## src/rtl/funnel_dat_pipe.sv

```systemverilog
// Wide-to-narrow data funnel: one N_IN-lane word in, NBW_eff beats of N_OUT lanes out.
// Optional descending beat order is compiled in with `define FUNNEL_DAT_REVERSE_EN.
module funnel_dat_pipe #(
    parameter int LANE_W = 128,
    parameter int N_IN   = 8,
    parameter int N_OUT  = 4
) (
    input  logic                      clk,
    input  logic                      reset,
    input  logic [N_IN*LANE_W-1:0]    t_0_dat,
    input  logic [7:0]                t_cfg_dat,
    input  logic                      t_valid,
    output logic                      t_ready,
    output logic [N_OUT*LANE_W-1:0]   i_dat,
    output logic                      i_valid,
    input  logic                      i_ready,
    output logic                      i_last,
    output logic [3:0]                i_beat,
    output logic [7:0]                mode
);

    localparam int NB     = N_IN / N_OUT;
    localparam int WORD_W = N_IN * LANE_W;
    localparam int BEAT_W = N_OUT * LANE_W;

    typedef enum logic {
        IDLE,
        STREAM
    } state_t;

    state_t              state_q, state_d;
    logic [WORD_W-1:0]   word_q, word_d;
    logic [7:0]          mode_q, mode_d;
    logic [3:0]          bc_q, bc_d;
    logic [3:0]          last_q, last_d;

    logic                out_xfer;
    logic                in_xfer;
    logic [3:0]          cfg_last;
    logic [3:0]          beat_sel;

    // last_q holds the index of the final beat, so i_last is a plain equality
    always_comb begin
        cfg_last = 4'(NB - 1);
        if ((t_cfg_dat[3:0] != 4'd0) && ({1'b0, t_cfg_dat[3:0]} <= 5'(NB))) begin
            cfg_last = t_cfg_dat[3:0] - 4'd1;
        end
    end

    assign i_valid  = (state_q == STREAM);
    assign i_last   = i_valid && (bc_q == last_q);
    assign i_beat   = bc_q;
    assign mode     = mode_q;
    assign out_xfer = i_valid && i_ready;
    assign t_ready  = !reset && ((state_q == IDLE) || (out_xfer && i_last));
    assign in_xfer  = t_valid && t_ready;

    always_comb begin
        state_d = state_q;
        word_d  = word_q;
        mode_d  = mode_q;
        bc_d    = bc_q;
        last_d  = last_q;
        // A new word can only land while idle or on the last beat's transfer
        if (in_xfer) begin
            state_d = STREAM;
            word_d  = t_0_dat;
            mode_d  = t_cfg_dat;
            bc_d    = 4'd0;
            last_d  = cfg_last;
        end else if (out_xfer) begin
            if (i_last) begin
                state_d = IDLE;
            end else begin
                bc_d = bc_q + 4'd1;
            end
        end
    end

    always_comb begin
`ifdef FUNNEL_DAT_REVERSE_EN
        beat_sel = mode_q[4] ? (last_q - bc_q) : bc_q;
`else
        beat_sel = bc_q;
`endif
    end

    always_comb begin
        i_dat = '0;
        for (int b = 0; b < NB; b++) begin
            if (beat_sel == 4'(b)) begin
                i_dat = word_q[b*BEAT_W +: BEAT_W];
            end
        end
    end

    always_ff @(posedge clk) begin
        if (reset) begin
            state_q <= IDLE;
            word_q  <= '0;
            mode_q  <= '0;
            bc_q    <= '0;
            last_q  <= '0;
        end else begin
            state_q <= state_d;
            word_q  <= word_d;
            mode_q  <= mode_d;
            bc_q    <= bc_d;
            last_q  <= last_d;
        end
    end

endmodule

```

## config.mk

```make
export PLATFORM = sky130hd
export DESIGN_NAME = funnel_dat_pipe
export DESIGN_NICKNAME = d
export VERILOG_FILES = /design/src/rtl/funnel_dat_pipe.sv
export SDC_FILE = /design/constraint.sdc
export NUM_CORES = 1
export LEC_CHECK = 0
export BUFFER_PORTS_ARGS = -buffer_cell sky130_fd_sc_hd__buf_2
export CORE_AREA = 2 2 614 616
export CTS_CLUSTER_DIAMETER = 150
export DETAILED_ROUTE_END_ITERATION = 10
export DIE_AREA = 0 0 616 618
export HOLD_SLACK_MARGIN = 0.08
export PLACE_DENSITY = 0.3
export SYNTH_ARGS = -nofsm -noshare
export SYNTH_HDL_FRONTEND = slang
export SYNTH_SLANG_ARGS = --single-unit
```

## constraint.sdc

```tcl
create_clock -name clk -period 4.75 [get_ports clk]
set_input_delay 0.2375 -clock clk [delete_from_list [all_inputs] [get_ports clk]]
set_output_delay 0.2375 -clock clk [all_outputs]
set_load 0.01 [all_outputs]
```

# Yosys cells after proc, flatten, opt, wreduce, memory -nomap -nowiden
# Cells that the tools add are included.
# word_totals
out_inout_bits	527
register_bits	1041
elab_cells	33
# classes
n_eq_ne	2
bitwise	2
n_lt_le_gt_ge	1
muxes	6
addsub	2
n_reduce_logical	15
# ops
operator	n
$mux 512	2
$logic_and 1x1->1	6
$add 4x1->4 const B	1
$eq 4x1->1 const B	1
$eq 4x4->1	1
$le 4x2->1 const B	1
$logic_not 4->1	1
$mux 4	1
$reduce_and 2->1	2
$reduce_bool 2->1	2
$reduce_bool 4->1	1
$sub 4x1->4 const B	1
$mux 1	3
$not 1->1	2
$reduce_or 2->1	1
$logic_not 1->1	1
$logic_or 1x1->1	1

# Logic depth before layout (Yosys ltp)
# logic_depth
ltp_word	8
mapped_depth	8
mapped_depth_nobuf	6

# Least setup slack after synthesis
# No wires, ideal clock.
# synth_path
path_kind	reg-to-output
startpoint	register bc_q[1], in the netlist i_beat[1]
endpoint	output i_dat[431]
required_ns	4.513
t_arrival_ns	1.944
stages_incl_launch_ff	8
slack_ns	2.569
path_cell_list	dfxtp_1 inv_1 ha_1 nor4b_1 clkbuf_1 clkbuf_1 clkbuf_1 a22o_1
# synth_via
elab_chain_len	3
# synth_lines
item	line	text
start, declared	34	logic [3:0] bc_q, bc_d;
start signal, assigned	102	bc_q <= '0;
start signal, assigned	108	bc_q <= bc_d;
$logic_not 4->1	91	if (beat_sel == 4'(b)) begin
$mux 512	91	
$mux 512 *	91	
end, declared	14	output logic [N_OUT*LANE_W-1:0] i_dat,
# Mark *: on every way between the ends. The rest lies on a longest branch, timed or not.

# Worst setup path after layout
# layout_path
startpoint	register bc_q[1], in the netlist i_beat[1]
endpoint	output i_dat[425]
# Same word-level chain as after synthesis.

==> results_dict.tcl <==
set metrics [dict create \
    portBuffers 1562 \
    placed_cells_incl_taps 9299 \
    cts-root-buf "clkbuf_16" \
    n_fill_cell 41600 \
    ys.flop_type "dfxtp_1" \
    cts_tree "yes" \
    fmax_mhz 267 \
    path_clk_slew_ns 0.06 \
    finClkSkew_ns 0.0359 \
    cts_resized 0 \
    grt_pass1_vias 39000 \
    numCtsBuffers 144 \
    cp-startpoint "i_beat[1]" \
    ir_worst_vdd_mv 0.294 \
    post_cts_buffers 0 \
    antenna_found_initial 116 \
    ys_seq_elements 1041 \
    r2r_start "i_beat[0]" \
    critPathMostFrequentCell "buf_12" \
    syn_area_sq_um 36300 \
    rsz0062_at_grt "false" \
    drc_errors 0 \
    post-dp-hpwl_um 201000 \
    num_rows 225 \
    hold-worst-slack_ns 0.190 \
    stdcell_count 10700 \
    period_minus_slack_ns 3.74 \
    cellPowerDensity_nw_per_um2 391 \
    status "finished, final reports clean" \
    area_growth_pct 81.3 \
    crit_type "register to output pin" \
    grt_overflow 0 \
    maxCapViolCount 0 \
    crit_family "buffers and inverters" \
    crit_fanout 64 \
    gr-usage-all-layers_pct 12.7 \
    drt_first_iter_violations 2287 \
    grt_pass1_wl_um 339000 \
    worstHoldPathType "input pin to register" \
    die_x_um 616 \
    min_path_cells 3 \
    layout.nets 6600 \
    htree_num_levels 4 \
    wirelength_um 255000 \
    routabilityCongestion 0.850 \
    vias 37800 \
    arrival_ns 3.50 \
    tightest_slew_ns 0.791 \
    final_util_pct 17.6 \
    synthCells 2993 \
    dieArea_sq_um 381000 \
    reg2regPathDepth 7 \
    ant_nets 0 \
    start_util_pct 9.70 \
    viasPerCell 3.53 \
    synth-edff-count 0 \
    drv_slew 0 \
    cp_slowest_cell "nor4b_2" \
    syn_nets 4034 \
    cp.buffers_inverters 4 \
    setup_violations 0 \
    place_ws_ns 1.80 \
    min-delay-start "t_0_dat[439]" \
    setup_tns_ns 0 \
    layout_setup_ws_ns 1.01 \
    clk_latency_ns 0.82 \
    end_kind "output pin" \
    yosysWarnings 0 \
    ios 1563 \
    die_h_um 618 \
    wire_per_inst_um 23.9 \
    grt_max_degree 109 \
    worstSetupPathDepth 7 \
    core-area_sq_um 374000 \
    critPathLaunchType "register" \
    drive_gt1_share_pct 33.2 \
    final.period_utilization_pct 78.8 \
    first_pass_iters 5 \
    power_leakage_nw 28.5 \
    cp_data_required_time_ns 4.51 \
    ys_seq_area_share_pct 57.5 \
    slew_headroom_pct 46.7 \
    cts.sink_count 1041 \
    final-hold-violation-count 0 \
    path_cells "inv_1, ha_1, nor4b_2, buf_12, buf_12, a22o_1, buf_2" \
    clk_path_buf_depth 4 \
    avgSynthCellArea_sq_um 12.1 \
    synth_cell_types 32 \
    cp_slowest_stage_delay_ns 0.51 \
    ys_async_sr_fraction_pct 0 \
]
==> power breakdown <==
group | switching (mW) | leakage [nW] | internal, mW
clock network | 4.44 | 2.29 | 6.48
registers | 0.570 | 8.59 | 9.55
logic | 2.40 | 17.6 | 2.25
==> sequential cells by signal, indices dropped and copies added (netlist names) <==
signal,flops
last_q,4
mode,8
word_q,1024
i_beat,4
i_valid,1
==> layer usage <==
layer / wire length (um) / GRT usage (%)
met1: 106000 / 15.2
met2: 126000 / 22.3
met3: 14600 / 2.80
met4: 8710 / 4.18
met5: 169 / 0
==> final timing paths <==
check / endpoint / slack [ns]
worst max-delay path: i_dat[425] / 1.01
worst min-delay path: word_q[439] / 0.19
worst max register to register: word_q[747] / 1.73
worst min register to register: word_q[327] / 0.47
==> logic make-up (layout without fill, tap and decap cells) <==
kind of cell               after synthesis  count (layout)  share of synthesized area, %
xor gates and xnor gates                 4               4                        0.0966
muxes                                    3               3                        0.0897
AOI/OAI and AO/OA                     1557            1557                          37.5
adders and majority gates                5               5                         0.172
and+or+nand+nor                         28              28                         0.445
other                                    0              51                             0
DFF                                   1041            1041                          57.5
buffers and inverters                  355            3024                          4.21
==> layout by cell type, fill, tap and decap left out, types with 3 or more instances in the layout <==
master / n
a21oi_1: 4
inv_6: 6
inv_1: 8
nand4_1: 3
bufinv_16: 5
dlygate4sd3_1: 1108
buf_12: 24
nand2_1: 4
diode_2: 51
ha_1: 5
buf_2: 1562
clkinv_8: 3
dfxtp_1: 1041
nand3_1: 4
a22o_1: 1544
clkbuf_1: 33
nor2b_1: 3
clkbuf_16: 146
clkinv_2: 16
clkbuf_8: 36
xnor2_1: 4
or3_1: 3
buf_4: 73
==> worst register-to-register path: stages (launching register included) <==
cell,delay [ns]
dfxtp_1,0.47
xnor2_1,0.20
nand4_1,0.26
o41ai_2,0.71
buf_12,0.35
buf_4,0.28
a22o_1,0.15
dlygate4sd3_1,0.55
==> synthesized netlist by cell type (all sizes together), types with 2 or more instances <==
cell    instances  area share, %
a21oi           4          0.055
a22o         1544             37
a31oi           2          0.034
and2            2          0.034
buf           118            1.8
clkbuf        229            2.4
dfxtp        1041             57
ha              5           0.17
inv             8          0.083
mux2            2          0.062
nand2           4          0.041
nand2b          2          0.034
nand3           4          0.055
nand4           3          0.052
nor2            2          0.021
nor2b           3          0.052
o21ai           2          0.028
or3             3          0.052
xnor2           4          0.097
==> timing repair <==
| action | in CTS | in global routing |
|---|---|---|
| endpoints found under the setup margin | 0 | 0 |
| hold buffers | 1108 | 0 |
| endpoints found under the hold margin | 1040 | 0 |
==> through the flow <==
stage,power [mW],cell area [sq um]
after global placement,14.1,49900
final,25.7,65800
after CTS,26.2,65600
after floorplan,12.0,36300
after detailed placement,14.1,49900
after global routing,26.8,65700
==> area by class of cell <==
class                           count  area [sq um]  area share (%)
Sequential cell                  1041         20800            31.7
Timing Repair Buffer             2767         19900            30.3
Multi-Input combinational cell   1597         13900            21.2
Tap cell                         4994          6250            9.50
Clock buffer                      215          4270            6.50
Clock inverter                     34           364           0.554
Antenna cell                       51           128           0.194
Inverter                            8          30.0          0.0457
No activity file was read; power rests on OpenSTA's default activity.
